`config.mk`:
```
export PLATFORM = sky130hd
export DESIGN_NAME = reg_hazard_scoreboard_flat
export DESIGN_NICKNAME = d
export VERILOG_FILES = /design/src/rtl/reg_hazard_scoreboard_if.sv /design/src/rtl/reg_hazard_scoreboard.sv /design/src/flat_wrapper.sv
export SDC_FILE = /design/constraint.sdc
export NUM_CORES = 1
export LEC_CHECK = 0
export CORE_MARGIN = 10
export CORE_UTILIZATION = 55
export CTS_BUF_LIST = sky130_fd_sc_hd__clkbuf_16
export DETAILED_ROUTE_END_ITERATION = 7
export PLACE_DENSITY = 0.77
export SETUP_SLACK_MARGIN = 0.4
export SLEW_MARGIN = 25
export SYNTH_ARGS = -nofsm -noshare
export SYNTH_HDL_FRONTEND = slang
export SYNTH_SLANG_ARGS = --single-unit
```
`constraint.sdc`:
```
create_clock -name clk -period 3.3 [get_ports clk]
set_input_delay 0.495 -clock clk [delete_from_list [all_inputs] [get_ports clk]]
set_output_delay 0.495 -clock clk [all_outputs]
set_load 0.01 [all_outputs]
```
`src/rtl/reg_hazard_scoreboard_if.sv`:
```
// Issue-side bundle between the decode/control unit and the register hazard scoreboard.
// The master drives the instruction fields and ex_ready; the slave returns issue and status.
interface reg_hazard_scoreboard_if #(
  parameter int NREG = 16,
  parameter int AW   = 4
);
  logic            id_valid;
  logic [1:0]      rsel;
  logic [AW-1:0]   ra2;
  logic [AW-1:0]   ra3;
  logic [AW-1:0]   wa;
  logic            we_dst;
  logic            ex_ready;
  logic            id_ready;
  logic            iss_fire;
  logic            stall;
  logic [NREG-1:0] busy_mask;
  logic [15:0]     stall_cycles;

  modport master (
    output id_valid, rsel, ra2, ra3, wa, we_dst, ex_ready,
    input  id_ready, iss_fire, stall, busy_mask, stall_cycles
  );

  modport slave (
    input  id_valid, rsel, ra2, ra3, wa, we_dst, ex_ready,
    output id_ready, iss_fire, stall, busy_mask, stall_cycles
  );
endinterface

```
`src/rtl/reg_hazard_scoreboard.sv`:
```
// Decode-stage RAW interlock: per-register countdowns track in-flight writes and
// hold issue until every source the instruction actually reads has been written back.
module reg_hazard_scoreboard #(
  parameter int NREG   = 16,
  parameter int AW     = 4,
  parameter int WB_LAT = 3
) (
  input logic                   clk,
  input logic                   rst,
  reg_hazard_scoreboard_if.slave bus
);

  localparam logic [2:0]  LAT     = 3'(WB_LAT);
  localparam logic [15:0] SC_MAX  = 16'hFFFF;

  logic [2:0]  cnt_q [NREG];
  logic [2:0]  cnt_d [NREG];
  logic [15:0] stall_cycles_q;
  logic [15:0] stall_cycles_d;

  logic use2;
  logic use3;
  logic hazard;
  logic id_ready;
  logic iss_fire;
  logic stall;

  // Hazard uses the counters as they stand this cycle, so a self-dependent
  // instruction sees the previous writer and still issues.
  always_comb begin
    use2     = bus.rsel[1];
    use3     = bus.rsel[0];
    hazard   = (use2 && (cnt_q[bus.ra2] != 3'd0)) ||
               (use3 && (cnt_q[bus.ra3] != 3'd0));
    id_ready = !hazard && bus.ex_ready;
    iss_fire = bus.id_valid && id_ready;
    stall    = bus.id_valid && hazard;
  end

  always_comb begin
    for (int r = 0; r < NREG; r++) begin
      cnt_d[r] = cnt_q[r];
      if (iss_fire && bus.we_dst && (bus.wa == AW'(r))) begin
        cnt_d[r] = LAT;
      end else if (bus.ex_ready && (cnt_q[r] != 3'd0)) begin
        cnt_d[r] = cnt_q[r] - 3'd1;
      end
    end
  end

  always_comb begin
    stall_cycles_d = stall_cycles_q;
    if (stall && (stall_cycles_q != SC_MAX)) begin
      stall_cycles_d = stall_cycles_q + 16'd1;
    end
  end

  always_ff @(posedge clk or negedge rst) begin
    if (!rst) begin
      for (int r = 0; r < NREG; r++) begin
        cnt_q[r] <= 3'd0;
      end
      stall_cycles_q <= 16'd0;
    end else begin
      for (int r = 0; r < NREG; r++) begin
        cnt_q[r] <= cnt_d[r];
      end
      stall_cycles_q <= stall_cycles_d;
    end
  end

  always_comb begin
    for (int r = 0; r < NREG; r++) begin
      bus.busy_mask[r] = (cnt_q[r] != 3'd0);
    end
  end

  assign bus.id_ready     = id_ready;
  assign bus.iss_fire     = iss_fire;
  assign bus.stall        = stall;
  assign bus.stall_cycles = stall_cycles_q;

endmodule

```
`src/flat_wrapper.sv`:
```
// flat-port wrapper written by rule: the top's interface ports become plain ports
module reg_hazard_scoreboard_flat 
#(
  parameter int NREG   = 16,
  parameter int AW     = 4,
  parameter int WB_LAT = 3
)
  (clk, rst, bus_id_valid, bus_rsel, bus_ra2, bus_ra3, bus_wa, bus_we_dst, bus_ex_ready, bus_id_ready, bus_iss_fire, bus_stall, bus_busy_mask, bus_stall_cycles);
  reg_hazard_scoreboard_if #(.NREG(NREG), .AW(AW)) bus_i ();
  input logic clk;
  input logic rst;
  input wire logic [$bits(bus_i.id_valid)-1:0] bus_id_valid;
  input wire logic [$bits(bus_i.rsel)-1:0] bus_rsel;
  input wire logic [$bits(bus_i.ra2)-1:0] bus_ra2;
  input wire logic [$bits(bus_i.ra3)-1:0] bus_ra3;
  input wire logic [$bits(bus_i.wa)-1:0] bus_wa;
  input wire logic [$bits(bus_i.we_dst)-1:0] bus_we_dst;
  input wire logic [$bits(bus_i.ex_ready)-1:0] bus_ex_ready;
  output wire logic [$bits(bus_i.id_ready)-1:0] bus_id_ready;
  output wire logic [$bits(bus_i.iss_fire)-1:0] bus_iss_fire;
  output wire logic [$bits(bus_i.stall)-1:0] bus_stall;
  output wire logic [$bits(bus_i.busy_mask)-1:0] bus_busy_mask;
  output wire logic [$bits(bus_i.stall_cycles)-1:0] bus_stall_cycles;
  assign bus_i.id_valid = bus_id_valid;
  assign bus_i.rsel = bus_rsel;
  assign bus_i.ra2 = bus_ra2;
  assign bus_i.ra3 = bus_ra3;
  assign bus_i.wa = bus_wa;
  assign bus_i.we_dst = bus_we_dst;
  assign bus_i.ex_ready = bus_ex_ready;
  assign bus_id_ready = bus_i.id_ready;
  assign bus_iss_fire = bus_i.iss_fire;
  assign bus_stall = bus_i.stall;
  assign bus_busy_mask = bus_i.busy_mask;
  assign bus_stall_cycles = bus_i.stall_cycles;
  reg_hazard_scoreboard #(.NREG(NREG), .AW(AW), .WB_LAT(WB_LAT)) u_core (.clk(clk), .rst(rst), .bus(bus_i));
endmodule
```
==> summary.txt <==
Yosys
  • Main flop type after synthesis: dfrtp_1
  • Post-synth EDFFs: 0
  • Post-synth cell types: 52
  • Yosys warning count: 0
  • Syn_area_per_cell: a little over 9 um2
  • Register area share after synthesis: 38.87%
  • Synth area leader: dfrtp_1
  • Async S/R FF share, synth: 100.0%
  • Net Count, Synth: 500
  • Synth Instances: 448
  • Synthesized cell area: ~4100 um2
  • #FFs+latches synth: between 60 and 70
  • Synth area leaders: dfrtp_1 (39%), ha_1 (10%), xnor2_1 (6.0%)
  • Synth top area share: 38.87%

Final layout
  • Post-layout nets: about 560
  • Share of layout cells above drive strength 1: 12.65%
  • Area delta synth->final: 24.87%
  • Util after Layout: 70.93%
  • Inserted Diodes: 0
  • Final non-filler cell area: 5145 um2

Global routing
  • Vias in the first global route: around 3,600
  • Initial antenna violation count: 0
  • First-pass GRT wire length: 17,420 um
  • Grt total ovfl: 0
  • Total track usage: 18.80%
  • Largest net degree at the start of global routing: 42

STA
  • Tightest Pin Transition: 0.7007 ns
  • Peak Freq: 361.1 MHz
  • Fin. max-slew vios: 0
  • RSZ-0062 raised after global routing: false
  • Slew headroom: 53.03%
  • Setup violations, final: 0
  • Final min period: 2.770 ns
  • Final period util: 83.93%
  • Final setup skew: 0.007257 ns
  • Final Hold Viols: 0

Power
  • Power Total: 4404 uW
  • Lkg Pwr: 0.002314 uW
  • Max VDD drop: 0.0003971 V
  • Pwr dens: 856.0 nW/um2

Setup path
  • Peak per-stage delay on the critical path: around 0.37 ns
  • Worst Path Required: 2.80 ns
  • Setup crit end kind: output port
  • Crit-path max FO: 6
  • WS Path Type: input port to output port
  • Max stage delay cell, worst path: o41ai_2
  • Crit-path cells: dlygate4sd2_1, buf_6, inv_1, buf_4, nor3_1, o41ai_2, a211o_1, o211ai_2, buf_6, nor2_1, buf_2
  • Worst Path Arrival: 2.27 ns
  • CP most frequent cell: buf_6
  • CP Launch Type: input port

Route
  • Drt wl/cell: 16.87 um
  • Routed WL: 10,340 um
  • DR vias: between 3,000 and 4,000
  • First-iteration detailed-routing DRC count: 137
  • Post-route DRC: 0
  • Drt first pass iters: 4
  • DR vias/cell: 5.734
  • Post-route ant nets: 0

Floorplan
  • FP Rows: 31
  • Die width: 106.6 um
  • Die area: 11,350 um2
  • I/O pin count: 54
  • Die Y: 106.6 um
  • Core Box Area: 7253 um2
  • Starting Density: 56.81%

Clock tree
  • Hold_buf cts: 0
  • Worst-path clk slew: about 0.050 ns
  • Cts bufs inserted: 9
  • H-Tree Level Count: 3
  • CTS tree: yes
  • Clock Latency Late Sink: 0.33 ns
  • Max Buffers Root-to-Sink: 2
  • Root buf cell: clkbuf_16
  • Clk sinks: 64

Place
  • GPL Wtd Cong: 0.9019
  • DP Wirelength: approximately 7700 um
  • Post-place instance area: roughly 4800 um2
  • IO buf count: 53

Outcome
  • Status: finished, final reports clean

Hold path
  • Hold Crit Class: input port to async pin

Run
  • MaxCap Viol Count: 0
[power by group]
part           switching, uW  internal, uW
Sequential               340          1120
Combinational           1060          1040
Clock                    340           499
Total                   1740          2660
[final timing paths]
path	start	to	slack (ns)	cells past startpoint
setup / recovery	bus_ra2[0]	bus_iss_fire	0.53	11
hold / removal	rst	u_core.cnt_q[29]	0.15	1
setup reg to reg	u_core.cnt_q[14]	u_core.cnt_q[31]	0.60	9
hold reg to reg	u_core.bus.stall_cycles[11]	u_core.bus.stall_cycles[11]	0.49	1
max in group asynchronous	rst	u_core.cnt_q[18]	2.17	2
min in group clk	u_core.bus.stall_cycles[11]	u_core.bus.stall_cycles[11]	0.49	1
[routing by layer]
layer	routed length (um)	part of all wire (%)	up-vias	track usage, %
met3	744	7.2	16	4.469
met5	0	0	-	0
li1	-	-	1708	-
met1	4372	42	1686	23.03
met4	141	1.4	0	8.607
met2	5081	49	105	30.70
[per-stage QoR]
| stage | hold slack (ns) | setup WS [ns] | cells | TNS [ns] |
|---|---|---|---|---|
| floorplan | 0.1994 | 0.7306 | 448 | 0 |
| global placement | 0.4884 | -0.1765 | 596 | -0.7047 |
| detailed placement | 0.4830 | -0.2335 | 596 | -1.616 |
| CTS | 0.1634 | 0.4041 | 612 | 0 |
| global route | 0.1884 | 0.4013 | 613 | 0 |
| finish | 0.1501 | 0.5303 | 613 | 0 |
[placed cells by master (no fill, tap or decap), types with 8 or more instances in the layout]
master / instances
nand2_1: 51
a2bb2oi_1: 8
o21ai_1: 18
clkdlybuf4s50_1: 43
nand3_1: 8
buf_4: 13
nand4_1: 8
nand2b_1: 19
ha_1: 33
dfrtp_1: 63
nor3_1: 20
xnor2_1: 28
inv_1: 39
or3_1: 9
clkbuf_16: 9
and3_1: 11
a21oi_1: 24
nor2_1: 15
[state kept, by name (all words and copies together), names as in the netlist]
name	cells
u_core.bus.stall_cycles	16
u_core.cnt_q	48
[what timing repair did]
item | CTS | global route
pin swaps | 8 | 4
setup buffers | 0 | 1
endpoints found under the setup margin | 50 | 23
endpoints found under the hold margin | 0 | 0
resized for setup | 26 | 15
[critical path: cells and delay by family]
family	cells	cell delay (ns)
AOI/OAI and AO/OA	3	0.70
buffers and inverters	6	0.91
and+or+nand+nor	2	0.15
[Yosys cell counts, types with 3 or more instances]
master      n
dfrtp_1    64
nand2_1    51
inv_1      38
ha_1       33
xnor2_1    28
nor3_1     26
a21oi_1    24
nand2b_1   19
o21ai_1    17
nor2_1     15
and3_1     11
clkbuf_1   11
or3_1       9
a2bb2oi_1   8
nand3_1     8
nand4_1     8
and2_1      6
nor4_1      6
a31oi_1     5
buf_2       5
o221ai_2    5
a21o_1      4
a211oi_1    3
and4_1      3
mux4_2      3
o41ai_1     3
[layout make-up]
class                   count  area [um2]
clock buffers               9       225.2
clock inverters             7       40.04
fillers                   575        2108
inverters                  38       142.6
multi-input cells         327        2372
flip-flops and latches     64        1603
well taps                  99       123.9
repair buffers             69       638.1
[kinds of logic (layout without fill, tap and decap cells)]
group | after synthesis | count (layout) | share of synthesized area, %
muxes | 6 | 6 | 2.429
buffers and inverters | 57 | 123 | 5.739
xor gates and xnor gates | 29 | 29 | 6.165
and+or+nand+nor | 173 | 173 | 21.99
adders and majority gates | 33 | 33 | 10.02
DFF | 64 | 64 | 38.87
AOI/OAI and AO/OA | 86 | 86 | 14.79
(Power assumes the default switching activity.)
